### src/rtl/cdc_arb_pkg.sv
// Shared definitions for the CDC request arbiter.
//   state_t  : arbiter FSM states (IDLE, WAIT_ACK)
//   MODE_*   : operation select carried in tx_mode
//   OPW      : operand width in bits
package cdc_arb_pkg;

  localparam int OPW = 4;

  localparam logic MODE_ADD = 1'b0;
  localparam logic MODE_MUL = 1'b1;

  typedef enum logic {
    IDLE     = 1'b0,
    WAIT_ACK = 1'b1
  } state_t;

endpackage

### src/rtl/cdc_sync_2ff.sv
// Two-flop synchronizer for a single-bit level/toggle signal.
//   clk   in  destination clock
//   rst_n in  async active-low reset
//   i_d   in  asynchronous input
//   o_q   out synchronized output
module cdc_sync_2ff (
  input  logic clk,
  input  logic rst_n,
  input  logic i_d,
  output logic o_q
);

  logic r_meta;
  logic r_sync;

  always_ff @(posedge clk or negedge rst_n) begin
    if (!rst_n) begin
      r_meta <= 1'b0;
      r_sync <= 1'b0;
    end else begin
      r_meta <= i_d;
      r_sync <= r_meta;
    end
  end

  assign o_q = r_sync;

endmodule

### src/rtl/rr_pick.sv
// Combinational round-robin picker. Searches from i_ptr+1 upward, wrapping,
// and returns the first set request.
//   i_req    in  request vector
//   i_ptr    in  index of the previous winner
//   o_onehot out one-hot winner (zero when no request)
//   o_idx    out winner index (zero when no request)
module rr_pick #(
  parameter int N  = 4,
  parameter int IW = $clog2(N)
) (
  input  logic [N-1:0]  i_req,
  input  logic [IW-1:0] i_ptr,
  output logic [N-1:0]  o_onehot,
  output logic [IW-1:0] o_idx
);

  logic          w_found;
  logic [IW-1:0] w_cand;

  always_comb begin
    o_onehot = '0;
    o_idx    = '0;
    w_found  = 1'b0;
    w_cand   = '0;
    for (int k = 1; k <= N; k++) begin
      w_cand = IW'((int'(i_ptr) + k) % N);
      if (!w_found && i_req[w_cand]) begin
        w_found          = 1'b1;
        o_onehot[w_cand] = 1'b1;
        o_idx            = w_cand;
      end
    end
  end

endmodule

### src/rtl/cdc_req_arbiter.sv
// Round-robin front end sharing one toggle-handshake CDC compute channel
// among NUM_REQ requesters. One transaction is outstanding at a time.
//
// Optional build macro: CDC_ARB_TIMEOUT_EN -- abort WAIT_ACK after
// TIMEOUT_CYC cycles without an acknowledge (sets err, still pulses done).
//
// Ports:
//   clk_1, rst_n     source clock, async active-low reset
//   req_valid/a/b/mode  per-requester request level and operands (packed)
//   ack_toggle       raw acknowledge toggle from the clk_2 side
//   grant            one-hot acceptance pulse (combinational, IDLE only)
//   done             one-hot completion pulse (registered)
//   busy             transaction accepted or outstanding
//   owner_id         current/last owner index
//   tx_toggle/a/b/mode  request toggle and operands held toward clk_2
//   err              sticky: spurious ack in IDLE or timeout
//
// state    | meaning
// ---------+-------------------------------------------------------------
// IDLE     | no transaction outstanding; grant winner if any request
// WAIT_ACK | toggle sent, operands frozen, waiting for ack toggle edge
module cdc_req_arbiter
  import cdc_arb_pkg::*;
#(
  parameter int NUM_REQ     = 4,
  parameter int ID_W        = $clog2(NUM_REQ),
  parameter int TIMEOUT_CYC = 64
) (
  input  logic                   clk_1,
  input  logic                   rst_n,
  input  logic [NUM_REQ-1:0]     req_valid,
  input  logic [NUM_REQ*OPW-1:0] req_a,
  input  logic [NUM_REQ*OPW-1:0] req_b,
  input  logic [NUM_REQ-1:0]     req_mode,
  input  logic                   ack_toggle,
  output logic [NUM_REQ-1:0]     grant,
  output logic [NUM_REQ-1:0]     done,
  output logic                   busy,
  output logic [ID_W-1:0]        owner_id,
  output logic                   tx_toggle,
  output logic [OPW-1:0]         tx_a,
  output logic [OPW-1:0]         tx_b,
  output logic                   tx_mode,
  output logic                   err
);

  state_t               r_state;
  logic [ID_W-1:0]      r_ptr;
  logic [ID_W-1:0]      r_owner;
  logic [OPW-1:0]       r_tx_a;
  logic [OPW-1:0]       r_tx_b;
  logic                 r_tx_mode;
  logic                 r_tx_toggle;
  logic [NUM_REQ-1:0]   r_done;
  logic                 r_err;
  logic                 r_ack_q;

  logic                 w_ack_sync;
  logic                 w_ack_edge;
  logic [NUM_REQ-1:0]   w_win_oh;
  logic [ID_W-1:0]      w_win_idx;
  logic                 w_issue;
  logic                 w_timeout;
  logic                 w_finish;
  logic [OPW-1:0]       w_a_arr [NUM_REQ];
  logic [OPW-1:0]       w_b_arr [NUM_REQ];

  for (genvar g = 0; g < NUM_REQ; g++) begin : g_unpack
    assign w_a_arr[g] = req_a[g*OPW +: OPW];
    assign w_b_arr[g] = req_b[g*OPW +: OPW];
  end

  cdc_sync_2ff u_ack_sync (
    .clk   (clk_1),
    .rst_n (rst_n),
    .i_d   (ack_toggle),
    .o_q   (w_ack_sync)
  );

  assign w_ack_edge = w_ack_sync ^ r_ack_q;

  rr_pick #(
    .N  (NUM_REQ),
    .IW (ID_W)
  ) u_pick (
    .i_req    (req_valid),
    .i_ptr    (r_ptr),
    .o_onehot (w_win_oh),
    .o_idx    (w_win_idx)
  );

  assign w_issue = (r_state == IDLE) && (|req_valid);

`ifdef CDC_ARB_TIMEOUT_EN
  localparam int CNT_W = (TIMEOUT_CYC > 2) ? $clog2(TIMEOUT_CYC) : 1;

  // Down-counter reloaded while idle; terminal count 0 is reached in the
  // TIMEOUT_CYC-th WAIT_ACK cycle.
  logic [CNT_W-1:0] r_cnt;

  always_ff @(posedge clk_1 or negedge rst_n) begin
    if (!rst_n) begin
      r_cnt <= CNT_W'(TIMEOUT_CYC - 1);
    end else if (r_state == WAIT_ACK && !w_finish) begin
      r_cnt <= r_cnt - 1'b1;
    end else begin
      r_cnt <= CNT_W'(TIMEOUT_CYC - 1);
    end
  end

  assign w_timeout = (r_state == WAIT_ACK) && (r_cnt == '0) && !w_ack_edge;
`else
  logic w_unused_timeout_cfg;
  assign w_unused_timeout_cfg = (TIMEOUT_CYC > 0);
  assign w_timeout = 1'b0;
`endif

  assign w_finish = w_ack_edge || w_timeout;

  always_ff @(posedge clk_1 or negedge rst_n) begin
    if (!rst_n) begin
      r_state     <= IDLE;
      r_ptr       <= ID_W'(NUM_REQ - 1);
      r_owner     <= '0;
      r_tx_a      <= '0;
      r_tx_b      <= '0;
      r_tx_mode   <= 1'b0;
      r_tx_toggle <= 1'b0;
      r_done      <= '0;
      r_err       <= 1'b0;
      r_ack_q     <= 1'b0;
    end else begin
      r_ack_q <= w_ack_sync;
      r_done  <= '0;
      case (r_state)
        IDLE: begin
          if (w_ack_edge) begin
            r_err <= 1'b1;
          end
          if (w_issue) begin
            r_tx_a      <= w_a_arr[w_win_idx];
            r_tx_b      <= w_b_arr[w_win_idx];
            r_tx_mode   <= req_mode[w_win_idx];
            r_owner     <= w_win_idx;
            r_ptr       <= w_win_idx;
            r_tx_toggle <= ~r_tx_toggle;
            r_state     <= WAIT_ACK;
          end
        end
        WAIT_ACK: begin
          if (w_finish) begin
            r_done[r_owner] <= 1'b1;
            r_state         <= IDLE;
            if (w_timeout) begin
              r_err <= 1'b1;
            end
          end
        end
        default: r_state <= IDLE;
      endcase
    end
  end

  assign grant     = w_issue ? w_win_oh : '0;
  // Busy covers the accepting cycle too, so back-to-back issues show no gap.
  assign busy      = (r_state == WAIT_ACK) || w_issue;
  assign done      = r_done;
  assign owner_id  = r_owner;
  assign tx_toggle = r_tx_toggle;
  assign tx_a      = r_tx_a;
  assign tx_b      = r_tx_b;
  assign tx_mode   = r_tx_mode;
  assign err       = r_err;

endmodule
### config.mk
export PLATFORM = sky130hd
export DESIGN_NAME = cdc_req_arbiter
export DESIGN_NICKNAME = d
export VERILOG_FILES = /design/src/rtl/cdc_arb_pkg.sv /design/src/rtl/cdc_sync_2ff.sv /design/src/rtl/rr_pick.sv /design/src/rtl/cdc_req_arbiter.sv
export SDC_FILE = /design/constraint.sdc
export NUM_CORES = 1
export LEC_CHECK = 0
export CAP_MARGIN = 5
export CORE_ASPECT_RATIO = 0.7
export CORE_MARGIN = 5
export CORE_UTILIZATION = 30
export DETAILED_ROUTE_END_ITERATION = 8
export PLACE_DENSITY_LB_ADDON = 0.25
export SLEW_MARGIN = 10
export SYNTH_ARGS = -nofsm -noshare
export SYNTH_HDL_FRONTEND = slang
export SYNTH_SLANG_ARGS = --single-unit
### constraint.sdc
create_clock -name clk_1 -period 3.5 [get_ports clk_1]
set_input_delay 1.05 -clock clk_1 [delete_from_list [all_inputs] [get_ports clk_1]]
set_output_delay 1.05 -clock clk_1 [all_outputs]
set_load 0.02 [all_outputs]
### After elaboration in Yosys (flattened, before gate mapping)

Index checks and enable logic that the tools add are counted.
W data, S select, Z words.

* register bits: 23
* input port bits: 43
* output and inout bits: 22
* logic and storage cells: 97

* add/sub/neg operators: 4
* order comparisons: 12
* eq/ne operators: 1
* multiplexer cells: 45
* bitwise operators: 7
* reduce and logical (&&, ||, !) cells: 16

Operators with widths (count)
* $mux W4: 11
* $lt A2 B3 Y1 const B: 6
* $mux W1: 17
* $bmux W4 S2: 2
* $or A4 B4 Y4: 3
* $bmux W1 S2: 5
* $demux W1 S2: 5
* $ge A2 B1 Y1 const B: 5
* $logic_and A1 B1 Y1: 9
* $mux W2: 4
* $add A2 B1 Y2 const B: 2
* $add A2 B2 Y2 const B: 2
* $reduce_and A2 Y1: 2
* $reduce_or A4 Y1: 1
* $ge A3 B3 Y1 const B: 1
* $logic_not A1 Y1: 3
* $not A2 Y3: 1
* $ne A2 B2 Y1 const B: 1
* $not A1 Y1: 2
* $pmux W1 S2: 1
* $logic_or A1 B1 Y1: 1
* $xor A1 B1 Y1: 1

### Logic depth before layout (Yosys ltp)

Gate-level depths: netlist (run 1).

* depth after elaboration: 17
* depth in mapped cells: 11
* depth with buffers taken out: 8

### Hierarchy

From an unflattened synthesis (run 1), not the netlist that was laid out.

* cell total of the unflattened synthesis: 126
* area, all modules: 1592.8 sq um

Modules (own cells, without submodules)
* cdc_req_arbiter: instances 1, cells each 65, area each 1052.3 sq um, seq. area each 528.0 sq um
* rr_pick: instances 1, cells each 59, area each 490.5 sq um, seq. area each 0.0 sq um
* cdc_sync_2ff: instances 1, cells each 2, area each 50.0 sq um, seq. area each 50.0 sq um

### Worst setup path after synthesis (run 1)

OpenSTA, ideal clock, no wires.

* path type: input-to-output
* from: input req_valid[3]
* to: output grant[0]
* data arrival time: 2.739 ns
* data required time: 2.450 ns
* setup slack: -0.289 ns
* stages: 6
* path buffers: 1
* cells stage by stage: buf_6 -> mux4_2 -> a211oi_1 -> a22o_2 -> mux2i_1 -> a21oi_1

* cells in the longest elaborated chain, start to end: 13
* elaborated cells on any way between the ends: 27
* those cells by class: mux (16); bitwise (3); reduce/logical (8)

RTL lines
* start: declaration: RTL line cdc_req_arbiter.sv:31 `input logic [NUM_REQ-1:0] req_valid,`
* $bmux W1 S2: RTL line rr_pick.sv:27 `if (!w_found && i_req[w_cand]) begin`
* $mux W1 (implied by the code): RTL line rr_pick.sv:27
* $mux W1: RTL line rr_pick.sv:27
* $logic_not A1 Y1: RTL line rr_pick.sv:27
* $logic_and A1 B1 Y1: RTL line rr_pick.sv:27
* $mux W1: RTL line rr_pick.sv:27
* $logic_not A1 Y1: RTL line rr_pick.sv:27
* $logic_and A1 B1 Y1: RTL line rr_pick.sv:27
* $mux W1: RTL line rr_pick.sv:27
* $logic_not A1 Y1: RTL line rr_pick.sv:27
* $logic_and A1 B1 Y1: RTL line rr_pick.sv:27
* $mux W4: RTL line rr_pick.sv:27
* $mux W4 *: RTL line cdc_req_arbiter.sv:164 `assign grant = w_issue ? w_win_oh : '0;`
* end: declaration: RTL line cdc_req_arbiter.sv:36 `output logic [NUM_REQ-1:0] grant,`

Mark *: on every way between the ends. The rest lies on a longest branch, timed or not. The select of a mux whose other input is x is not followed.

### Worst setup path after layout (run 1)

* from: input req_valid[1]
* to: output grant[0]

The elaborated chain is that of the path after synthesis.

==> results.toml, run 1 <==
[outcome]
outcome = "finished with violations"
failed_checks = "negative setup slack"

[pwr]
power_switching_uw = 1040
netSwitchingFraction_pct = 45.2
power.density_nw_per_um2 = 884
power_frac_comb_pct = 72.8
power_frac_clock_pct = 7.0
ir_worst_vdd_mv = 0.287
p_leak_uw = 0.00107
seqPwrFrac_pct = 20.2
finalPower_uw = 2300
internal_power_uw = 1260

[global_routing]
grt_max_degree = 20
grt_pass1_wl_um = 7710
grt_use_total_pct = 13.4
grt_antenna_before_repair = 0
grt_pass1_vias = 1617
globalRouteOverflowTotal = 0

[placement]
place.gp.congestion = 0.871
hpwlAfterDp_um = 3670
dp_slack_ns = -0.914
placed_cell_area_um2 = 2500
port_buffers = 64

[floorplan]
initial_core_util_pct = 31.0
io-pin-count = 65
die-area_um2 = 6990
core-area_um2 = 5230
fp.dieW_um = 97.8
die_h_um = 71.5
fp-row-count = 22

[drt]
vias = 1534
avgViaCountPerCell = 4.75
ant_nets = 0
drt-initial-drc-count = 32
drc = 0
drt_pass1_iterations = 4
wl_um = 4570
wl_per_cell_um = 14.1

[finish]
multiInputGateArea_um2 = 1010
seq_area_um2 = 578
nets = 303
final_area_um2 = 2600
drive_gt1_share_pct = 26.7
syn_to_final_growth_pct = 60.4
finish.utilization_pct = 49.7
antenna-diode-count = 0
fill_cells = 524

[sta]
finalSetupViolations = 3
period_minus_slack_ns = 3.53
hold-worst-slack_ns = 0.365
tightest_slew_ns = 0.595
finalMaxSlewViolations = 0
grt_setup_unrepaired = "yes"
skew_ns = 0.00905
layout_setup_ws_ns = -0.0260
fmax_mhz = 284
final-hold-violation-count = 0
min_period_over_period_pct = 101
slew_headroom_pct = 60.2

[cts]
cts_tree = "yes"
clockBufferDepth = 2
clock_latency_ns = 0.26
clock-root-buffer = "clkbuf_8"
clkSinkCount = 23
clkTransAtPathRegs_ns = 0.07
cts_hold_buf = 0
cts-buffers-inserted = 3
cts_max_level = 1

[worst_setup_path]
cp.required_ns = 2.45
reg2reg_setup_slack_ns = 0.82
reg2reg_from = "r_ptr[0]"
cp-end-kind = "output pin"
critPathArrivalTime_ns = 2.48
crit_fanout = 5
r2r_cells = 8
critPathKind = "in -> out"
cp-start-kind = "input pin"
r2r_end = "tx_b[3]"

[synth]
synth-async-reset-ratio_pct = 100
yosys_warnings = 0
synthTopCellsByArea = "dfrtp_1 (32%), mux2i_1 (8.7%), a211oi_1 (7.9%)"
ys_seq_area_share_pct = 35.7
ys_types = 38
syn_area_per_cell_um2 = 9.93
synth_ff_type = "dfrtp_1"
synth_edf_count = 0
netlist_instances = 163
synth_seq_cells = 23
synth_nets = 214
yosysMostFrequentCell = "dfrtp_1"
syn_area_um2 = 1620
synth_common_cells = "dfrtp_1 (21), nor2_1 (18), a211oi_1 (17)"
synth_top_cell_area_share_pct = 32.5
yosysTopAreaCell = "dfrtp_1"

[min_path]
min_from = "u_ack_sync.r_meta"
hp-class = "reg -> reg"
hold_end = "u_ack_sync.o_q"
min_path_cells = 0

[run]
cap_violations = 0
final cells by class:
class / instances / share of cell area, %
Multi-Input combinational cell: 127 / 38.9
Timing Repair Buffer: 92 / 32.9
Sequential cell: 23 / 22.3
Tap cell: 72 / 3.47
Clock buffer: 3 / 1.59
Inverter: 5 / 0.723
Clock inverter: 1 / 0.193
per-layer routing:
layer / global-route usage (%) / routed length (um)
met5: 0 / 0
met4: 1.38 / 15
met3: 5.54 / 327
met2: 20.1 / 1860
met1: 18.7 / 2360
cells by family (layout without fill, tap and decap cells):
| logic type | count (synthesis) | in the layout | synth area share (%) |
|---|---|---|---|
| AO/OA/AOI/OAI | 58 | 58 | 27.3 |
| XOR/XNOR | 4 | 4 | 2.16 |
| adder cells (fa/ha/maj) | 8 | 8 | 6.18 |
| buffers and inverters | 13 | 101 | 5.80 |
| flip-flops | 23 | 23 | 35.7 |
| multiplexers | 17 | 17 | 11.4 |
| AND/OR/NAND/NOR | 40 | 40 | 11.4 |
critical path, stage by stage:
cell and delay [ns]:
buf_6 0.09, mux4_2 0.51, buf_6 0.16, a22o_2 0.24, mux2i_1 0.18, a21oi_2 0.07, buf_4 0.16
placed cells by master (no fill, tap or decap), types with 2 or more instances in the layout:
master	instances
clkdlybuf4s50_1	56
buf_4	30
dfrtp_1	21
nor2_1	16
a211oi_1	16
mux2i_1	12
nand2_1	10
a21boi_0	9
ha_1	8
buf_6	6
inv_1	5
o21ai_0	5
a21oi_1	5
a21oi_2	4
a211oi_2	4
xnor2_1	3
clkbuf_8	3
nand3b_1	2
a31oi_1	2
mux2i_2	2
mux2_2	2
a22o_2	2
nor3_1	2
nand3_1	2
dfstp_2	2
through the flow:
stage                     TNS [ns]  std cells
after CTS                  -0.0429        323
after floorplan            -0.0435        163
after global placement       -3.54        318
after global routing        -0.291        323
after detailed placement     -3.71        318
final                      -0.0432        323
worst max path at each step:
| stage | startpoint | endpoint | slack, ns | cells past startpoint |
|---|---|---|---|---|
| after floorplan | req_valid[3] | grant[0] | -0.01 | 6 |
| after global placement | req_valid[3] | grant[3] | -0.86 | 7 |
| after detailed placement | req_valid[3] | grant[1] | -0.91 | 7 |
| after CTS | req_valid[1] | grant[3] | -0.02 | 7 |
| after global routing | req_valid[1] | grant[0] | -0.09 | 7 |
| final | req_valid[1] | grant[0] | -0.03 | 7 |
timing repair:
action                                  CTS  global route
endpoints found under the setup margin    5             4
buffers inserted                          1             0
gates resized for setup                  50             2
pin swaps                                 2             3
gates cloned                              0             0
registers in the layout (all words and copies together), names as in the netlist:
register           count
tx_mode                1
tx_toggle              1
r_ack_q                1
tx_b                   4
u_ack_sync.o_q         1
err                    1
tx_a                   4
done                   4
r_state                1
u_ack_sync.r_meta      1
r_ptr                  2
owner_id               2
power by group through the flow:
stage               Clock (uW)  Sequential, uW  Combinational [uW]
finish                     160             464                1670
CTS                        166             467                1670
floorplan                    0             552                 962
detailed placement           0             470                1580
global placement             0             469                1570
global route               178             484                1810
No activity file was read; power rests on OpenSTA's default activity.
==> run 2: changes to the inputs <==
--- a/config.mk
+++ b/config.mk
@@ -15,3 +15,4 @@
 export SYNTH_ARGS = -nofsm -noshare
 export SYNTH_HDL_FRONTEND = slang
 export SYNTH_SLANG_ARGS = --single-unit
+export TNS_END_PERCENT = 50
==> constraint.sdc (replaced) <==
create_clock -name clk_1 -period 3.09 [get_ports clk_1]
set_input_delay 0.927 -clock clk_1 [delete_from_list [all_inputs] [get_ports clk_1]]
set_output_delay 0.927 -clock clk_1 [all_outputs]
set_load 0.02 [all_outputs]
==> results.toml, run 2 (synthesized netlist as in run 1, its figures left out) <==
[finish]
drive_gt1_share_pct = 26.9
fin_cells = 325
nets = 305
final_common_cell = "clkdlybuf4s50_1"
finish.utilization_pct = 50.2
syn_to_final_growth_pct = 62.1
layout_common_cells = "clkdlybuf4s50_1 (55), buf_4 (32), dfrtp_1 (21)"
antenna-diode-count = 0

[sta]
slew_headroom_pct = 76.5
grt_setup_unrepaired = "yes"
final-hold-violation-count = 0
skew_ns = 0.00665
layout_setup_ws_ns = -0.191
period_minus_slack_ns = 3.28
finalSetupViolations = 4
finalMaxSlewViolations = 0
tightest_slew_ns = 0.343
min_period_over_period_pct = 106
fmax_mhz = 305

[placement]
place.gp.congestion = 0.889
placed_cells = 320
hpwlAfterDp_um = 3640
port_buffers = 64

[pwr]
p_leak_uw = 0.00109
power.density_nw_per_um2 = 1010
ir_worst_vdd_mv = 0.387

[cts]
cts_tree = "yes"
clkSinkCount = 23
clockBufferDepth = 2
cts-buffers-inserted = 3
clkTransAtPathRegs_ns = 0.08
cts_hold_buf = 0
clock_latency_ns = 0.26
cts_max_level = 1
clock-root-buffer = "clkbuf_8"

[worst_setup_path]
cp_slowest_cell = "mux4_2"
cp_common_cell = "buf_6"
cp-end-kind = "output pin"
r2r_end = "tx_b[1]"
critPathArrivalTime_ns = 2.35
cp.buffers_inverters = 3
cp.depth = 7
r2r_cells = 7
reg2reg_from = "r_ptr[0]"
max_stage_delay_ns = 0.51
reg2reg_setup_slack_ns = 0.66
critical_path.cell_chain = "buf_6, mux4_2, buf_6, a22o_4, mux2i_2, a21oi_2, buf_4"
cp-start-kind = "input pin"
cp.required_ns = 2.16
crit_fanout = 5
path_delay_family = "multiplexers"
critPathKind = "in -> out"

[drt]
ant_nets = 0
vias = 1581
avgViaCountPerCell = 4.86
drt-initial-drc-count = 43
drc = 0
drt_pass1_iterations = 4
wl_per_cell_um = 14.5
wl_um = 4700

[global_routing]
grt_max_degree = 24
grt_pass1_wl_um = 7660
grt_pass1_vias = 1628
globalRouteOverflowTotal = 0
grt_use_total_pct = 13.5
grt_antenna_before_repair = 0

[floorplan]
die-area_um2 = 6990
core-area_um2 = 5230
fp-row-count = 22
initial_core_util_pct = 31.0
io-pin-count = 65
die_h_um = 71.5
fp.dieW_um = 97.8

[min_path]
min_path_cells = 0
hp-class = "reg -> reg"
hold_end = "u_ack_sync.o_q"
min_from = "u_ack_sync.r_meta"

[run]
cap_violations = 0

[outcome]
failed_checks = "negative setup slack"
outcome = "finished with violations"
## run 2: cell types whose count changed in the layout (fill, tap and decap cells not counted), sizes merged
cell / before / now
buf: 36 / 38
clkdlybuf4s50: 56 / 55
dlygate4sd2: 0 / 1
## run 2: worst max path at each step
| stage | endpoint | startpoint |
|---|---|---|
| after CTS | grant[0] | req_valid[1] |
| after floorplan | grant[0] | req_valid[3] |
| final | grant[0] | req_valid[1] |
| after detailed placement | grant[3] | req_valid[3] |
| after global routing | grant[2] | req_valid[1] |
| after global placement | grant[1] | req_valid[3] |
## run 2: repair_timing
action / CTS / global route
hold endpoints to repair: 0 / 0
buffers inserted: 1 / 0
resized for setup: 50 / 2
setup endpoints to repair: 5 / 4
pin swaps: 2 / 0
## run 2: where the power goes
group / leakage, uW / switching [uW] / internal [uW] / total, uW
Clock: 0.0000255 / 97.1 / 90.0 / 187
Sequential: 0.000266 / 75.8 / 430 / 506
Combinational: 0.000796 / 1020 / 932 / 1950
Total: 0.00109 / 1200 / 1450 / 2650
## run 2: layout make-up
| class | instances | area (um2) |
|---|---|---|
| Clock buffer | 3 | 41.3 |
| Clock inverter | 1 | 5.00 |
| Fill cell | 491 | 2610 |
| Inverter | 5 | 18.8 |
| Multi-Input combinational cell | 127 | 1020 |
| Sequential cell | 23 | 578 |
| Tap cell | 72 | 90.1 |
| Timing Repair Buffer | 94 | 876 |
## run 2: metrics by stage
step	power, uW	setup WS [ns]	TNS [ns]	hold WS, ns	area (um2)
2_1_floorplan	1720	-0.177	-0.702	0.331	1640
3_3_place_gp	2360	-1.03	-4.52	0.342	2520
3_5_place_dp	2360	-1.08	-4.69	0.336	2520
4_1_cts	2630	-0.184	-0.680	0.363	2610
5_1_grt	2840	-0.242	-0.904	0.374	2630
6_report	2650	-0.191	-0.669	0.361	2630
## run 2: per-layer routing
layer	GRT usage, %	share of wire [%]	vias to the layer above
met5	0	0	-
li1	-	-	783
met4	1.54	0.32	0
met3	6.03	8.9	2
met2	20.9	43	54
met1	18.1	48	742
==> edit 1: new RTL, settings of run 2 <==
Register the output `err` once more, without a reset; this adds one clock of latency there. The other outputs are not delayed to match. Comments in the files are not updated.
--- a/src/rtl/cdc_req_arbiter.sv
+++ b/src/rtl/cdc_req_arbiter.sv
@@ -172,3 +172,5 @@
   assign tx_mode   = r_tx_mode;
-  assign err       = r_err;
+  always_ff @(posedge clk_1) begin
+    err <= r_err;
+  end
 
Check against the original RTL: not equivalent (a bounded check fails within 4 cycles, from zero or initial values and one cycle with rst_n low).
==> edit 1 against run 2 <==
- highest routed layer unchanged
- the flow still finishes with violations (setup timing)
- core utilization decreased by 0.12 points
- critical endpoint is now grant[3]
- global-route usage up 0.41 points
- sequential cell count up 1
- cell area up 0.29%
- largest cell class unchanged
- power increased by 1.1%
- worst setup slack lost 0.035 ns
- synthesized area increased by 1.2%
- routed wire length grew 2.5%
==> edit 1: results (changes against run 2) <==
- Outcome: complete, but fails checks (unchanged).
- The mux share of post-synthesis cell area is 11.30% (was 11.44%).
- The sum of negative setup slack is -0.7640 ns (was -0.6689 ns).
- The adder and majority cell fraction of the synthesized area is 6.107% (was 6.182%).
- The met3 capacity usage during global routing was 2.821% (was 6.031%).
- The share of post-route cells with drive strength above 1 is 26.09% (was 26.88%).
- The clock tree skew after final layout is 0.001229 ns (was 0.006652 ns).
- The wire length of the first global-routing pass came to 8010 microns (was 7659 microns).
- The fraction of the yosys area taken by sequential cells came to 36.49% (was 35.70%).
- Failing checks: setup timing (unchanged).
- The static leakage came to 1.087 nW (about the same).
- The maximum fanout encountered on the critical timing path was 4 (was 5).
- The compound-cell area share of the yosys netlist is 26.95% (was 27.28%).
- The number of cells on the worst reg-to-reg path came to 9 (was 7).
- The power share of the sequential group was 19.3% (was 19.1%).
- The via count normalized by instance count is 4.812 (was 4.865).
- The switching power is 0.001170 W (was 0.001195 W).
- The post-detailed-placement half-perimeter wirelength is 3808 microns (was 3638 microns).
- The number of resized instances in the post-cts repair step is 46 (was 50).
- The number of failing setup endpoints in the final timing report is 4 (unchanged).
- The met1 routing resource usage after global routing is 19.93% (was 18.07%).
- The critical path's top delay family is compound AO/OA/AOI/OAI gates (was multiplexers).
- The weighted congestion at the end of routability-driven global placement is 0.9037 (was 0.8894).
- The relative slew slack was 76.64% (was 76.46%).
- The routed length on met1 was 2465 microns (was 2248 microns).
- The total length of routed met3 wires was 209 microns (was 420 microns).
- The post-synthesis async set-or-reset flop share is 95.83% (was 100.0%).
- The maximum vdd ir drop is 0.0004281 V (was 0.0003867 V).
- The internal power is 0.001506 W (was 0.001452 W).
- The net count after synthesis is 215 (was 214).
- The minimum hold slack was 0.3562 ns (was 0.3606 ns).
- The xor and xnor area share after synthesis came to 2.137% (was 2.164%).
- The post-layout worst setup margin came to -0.2257 ns (was -0.1910 ns).
- The vias after detailed routing is 1,564 (was 1,581).
- The number of unique standard cell types used by synthesis is 39 (was 38).
==> edit 1: area by class of cell <==
cell class | instances | area (sq um) | area share [%]
inverters | 5 | 18.77 | 0.7129
well taps | 72 | 90.09 | 3.422
multi-input cells | 127 | 994.7 | 37.79
flip-flops and latches | 24 | 598.1 | 22.72
clock buffers | 3 | 41.29 | 1.568
repair buffers | 93 | 859.6 | 32.65
clock inverters | 1 | 30.03 | 1.141
==> edit 1: final timing paths <==
path	start	endpoint
setup / recovery	req_valid[0]	grant[3]
hold / removal	u_ack_sync.r_meta	u_ack_sync.o_q
setup reg to reg	r_ptr[0]	tx_b[2]
hold reg to reg	u_ack_sync.r_meta	u_ack_sync.o_q
max in group asynchronous	rst_n	r_ptr[0]
min in group asynchronous	rst_n	r_err
==> edit 1: worst register-to-register path, delay by kind of cell, from the launching register on <==
| kind | cells | cell delay, ns |
|---|---|---|
| fa+ha+maj | 1 | 0.38 |
| buf+inv | 3 | 0.44 |
| compound gates | 5 | 1.04 |
| flops | 1 | 0.58 |
==> edit 2: new RTL, config.mk and constraints of run 2 <==
Without the edit above. The option `CDC_ARB_TIMEOUT_EN` is turned on by a define.
--- a/src/rtl/cdc_req_arbiter.sv
+++ b/src/rtl/cdc_req_arbiter.sv
@@ -21,2 +21,4 @@
 // WAIT_ACK | toggle sent, operands frozen, waiting for ack toggle edge
+`define CDC_ARB_TIMEOUT_EN
+
 module cdc_req_arbiter
Check against the original RTL: no difference found for any inputs over 10 cycles, from zero or initial values and one cycle with rst_n low; that may be too few to reach the edited logic, so the function may still have changed.
==> edit 2 against run 2 <==
- the run still ends with setup timing left
- sequential cell count increased by 6
- register-to-register slack got worse by 0.32 ns
- synthesized area increased by 25%
- maximum frequency decreased by 0.23%
- worst setup slack got worse by 0.0076 ns
- final cell count increased by 22%
- power increased by 21%
- routed wire length increased by 25%
- cell area increased by 20%
- critical path type unchanged
- largest power group unchanged
==> edit 2: results (changes against run 2) <==
- The register with the most flip-flops in the layout has 6 of them.
- The violation count after the first detailed-routing iteration came to 72 (was 43).
- The number of failing setup endpoints in the final timing report is 4 (unchanged).
- The post-layout worst setup margin is -0.1986 ns (was -0.1910 ns).
- The largest net degree at the start of global routing was 30 (was 24).
- The global routing met2 resource utilization is 21.40% (was 20.88%).
- The kind of path behind the tightest hold check is flop to flop (unchanged).
- Top cells by count, synth: 23 x nand2_1, 21 x dfrtp_1, 13 x nor2_1 (was 21 x dfrtp_1, 18 x nor2_1, 17 x a211oi_1).
- The vias after detailed routing is 1,941 (was 1,581).
- The weighted congestion at the end of routability-driven global placement is 0.8307 (was 0.8894).
- The total length of routed met3 wires was 400 microns (was 420 microns).
- Leading cell types by total area after synthesis: dfrtp_1 26%, dfstp_2 10%, ha_1 6.2% (was dfrtp_1 32%, mux2i_1 8.7%, a211oi_1 7.9%).
- The share of post-route cells with drive strength above 1 is 30.92% (was 26.88%).
- Failing checks: setup timing (unchanged).
- The detailed route wirelength on metal2 is 2550 microns (was 2018 microns).
- The static leakage is 1.282 nW (was 1.087 nW).
- The Yosys warning count is 0 (unchanged).
- The via count of the first global-routing pass was 1,961 (was 1,628).
- The relative slew slack is 52.73% (was 76.46%).
- The H-tree depth reported by CTS is 2 (was 1).
- The total clock buffers created by CTS is 5 (was 3).
- Outcome: complete, but fails checks (unchanged).
- The met3 capacity usage during global routing is 4.874% (was 6.031%).
- The fraction of the yosys area taken by sequential cells came to 36.32% (was 35.70%).
- The arrival time at the worst endpoint is 2.36 ns.
- The net count reported at finish was 356 (was 305).
- The worst-skew pair later-pin latency is 0.28 ns (was 0.26 ns).
- The post-detailed-placement half-perimeter wirelength is 4485 microns (was 3638 microns).
- The worst reg-to-reg setup slack is 0.34 ns (was 0.66 ns).
- The clock transition at the register clock pins on the worst setup and hold paths after CTS is 0.05 ns (was 0.08 ns).
- The endpoint of the worst register-to-register path is tx_mode (was tx_b[1]).
- The sum of negative setup slack is -0.7790 ns (was -0.6689 ns).
- The number of unique standard cell types used by synthesis was 43 (was 38).
- The total global-route track usage is 14.49% (was 13.51%).
- The total of fill cells in the finished design is 634 (was 491).
- The maximum vdd ir drop was 0.0003724 V (was 0.0003867 V).
- The highest routed metal layer is met4 (unchanged).
- The met1 routing resource usage after global routing is 20.88% (was 18.07%).
- The clock tree skew after final layout was 0.01033 ns (was 0.006652 ns).
- The average wire length per cell after detail routing is 14.74 microns (was 14.47 microns).
- The placement-stage cell area is 0.003027 sq mm (was 0.002525 sq mm).
- The capture point of the critical path is grant[1] (was grant[0]).
- The post-synthesis async set-or-reset flop share came to 100.0% (unchanged).
- The net count after synthesis was 261 (was 214).
- The wire length of the first global-routing pass came to 9887 microns (was 7659 microns).
- The routed length on met1 is 2891 microns (was 2248 microns).
==> edit 2: cell count changes after synthesis, sizes merged, moves of 8 or more <==
| cell | run 2 | this run |
|---|---|---|
| o211ai | 0 | 9 |
| nand2b | 1 | 11 |
| a21oi | 9 | 1 |
| o221ai | 0 | 9 |
| o22ai | 0 | 10 |
| a211oi | 21 | 9 |
| a21boi | 9 | 0 |
| nand2 | 10 | 23 |
==> edit 2: logic make-up (layout without fill, tap and decap cells) <==
kind of cell | Yosys count | after routing | synth area share (%)
AND/OR/NAND/NOR | 69 | 69 | 17.42
AO/OA/AOI/OAI | 56 | 56 | 21.68
flip-flops | 29 | 29 | 36.32
buffers and inverters | 21 | 117 | 5.929
multiplexers | 16 | 16 | 9.450
adder cells (fa/ha/maj) | 10 | 10 | 6.177
XOR/XNOR | 7 | 7 | 3.027
==> edit 2: worst max-delay path: stages <==
cell and delay [ns]:
buf_8 0.10, buf_6 0.11, mux4_2 0.47, nor2b_4 0.17, a22oi_2 0.11, nor2_1 0.07, a221oi_2 0.20, nor2_2 0.06
buf_6 0.13
==> edit 2: where the power goes <==
part	switching, W	internal [W]
Combinational	0.00117	0.00111
Sequential	0.0000907	0.000526
Clock	0.000142	0.000156
Total	0.00140	0.00179
==> edit 2: timing repair <==
| item | 4_1_cts | 5_1_grt |
|---|---|---|
| pin swaps | 12 | 1 |
| resized for setup | 46 | 2 |
| endpoints found under the setup margin | 14 | 5 |
| setup buffers | 2 | 2 |
==> edit 2: how the worst min path moves through the flow <==
stage	from	to	slack, ns	depth (start not counted)
6_report	u_ack_sync.r_meta	u_ack_sync.o_q	0.36	0
5_1_grt	u_ack_sync.r_meta	u_ack_sync.o_q	0.35	0
4_1_cts	u_ack_sync.r_meta	u_ack_sync.o_q	0.35	0
3_5_place_dp	u_ack_sync.r_meta	u_ack_sync.o_q	0.34	0
3_3_place_gp	u_ack_sync.r_meta	u_ack_sync.o_q	0.34	0
2_1_floorplan	u_ack_sync.r_meta	u_ack_sync.o_q	0.33	0
==> edit 2: area by class of cell <==
type                            count  area (sq um)  share of cell area [%]
Clock buffer                        6         72.57                   2.297
Clock inverter                      2         10.01                  0.3168
Inverter                            7         26.28                  0.8317
Multi-Input combinational cell    158          1257                   39.80
Sequential cell                    29         735.7                   23.29
Tap cell                           94         117.6                   3.723
Timing Repair Buffer              102         939.7                   29.74
==> edit 2: metrics by stage <==
step           hold WS, ns  std cells  setup slack (ns)
2_1_floorplan       0.3312        208          -0.06383
3_3_place_gp        0.3383        386            -1.013
3_5_place_dp        0.3379        386            -1.032
4_1_cts             0.3507        396           -0.1821
5_1_grt             0.3535        398           -0.2854
6_report            0.3552        398           -0.1986
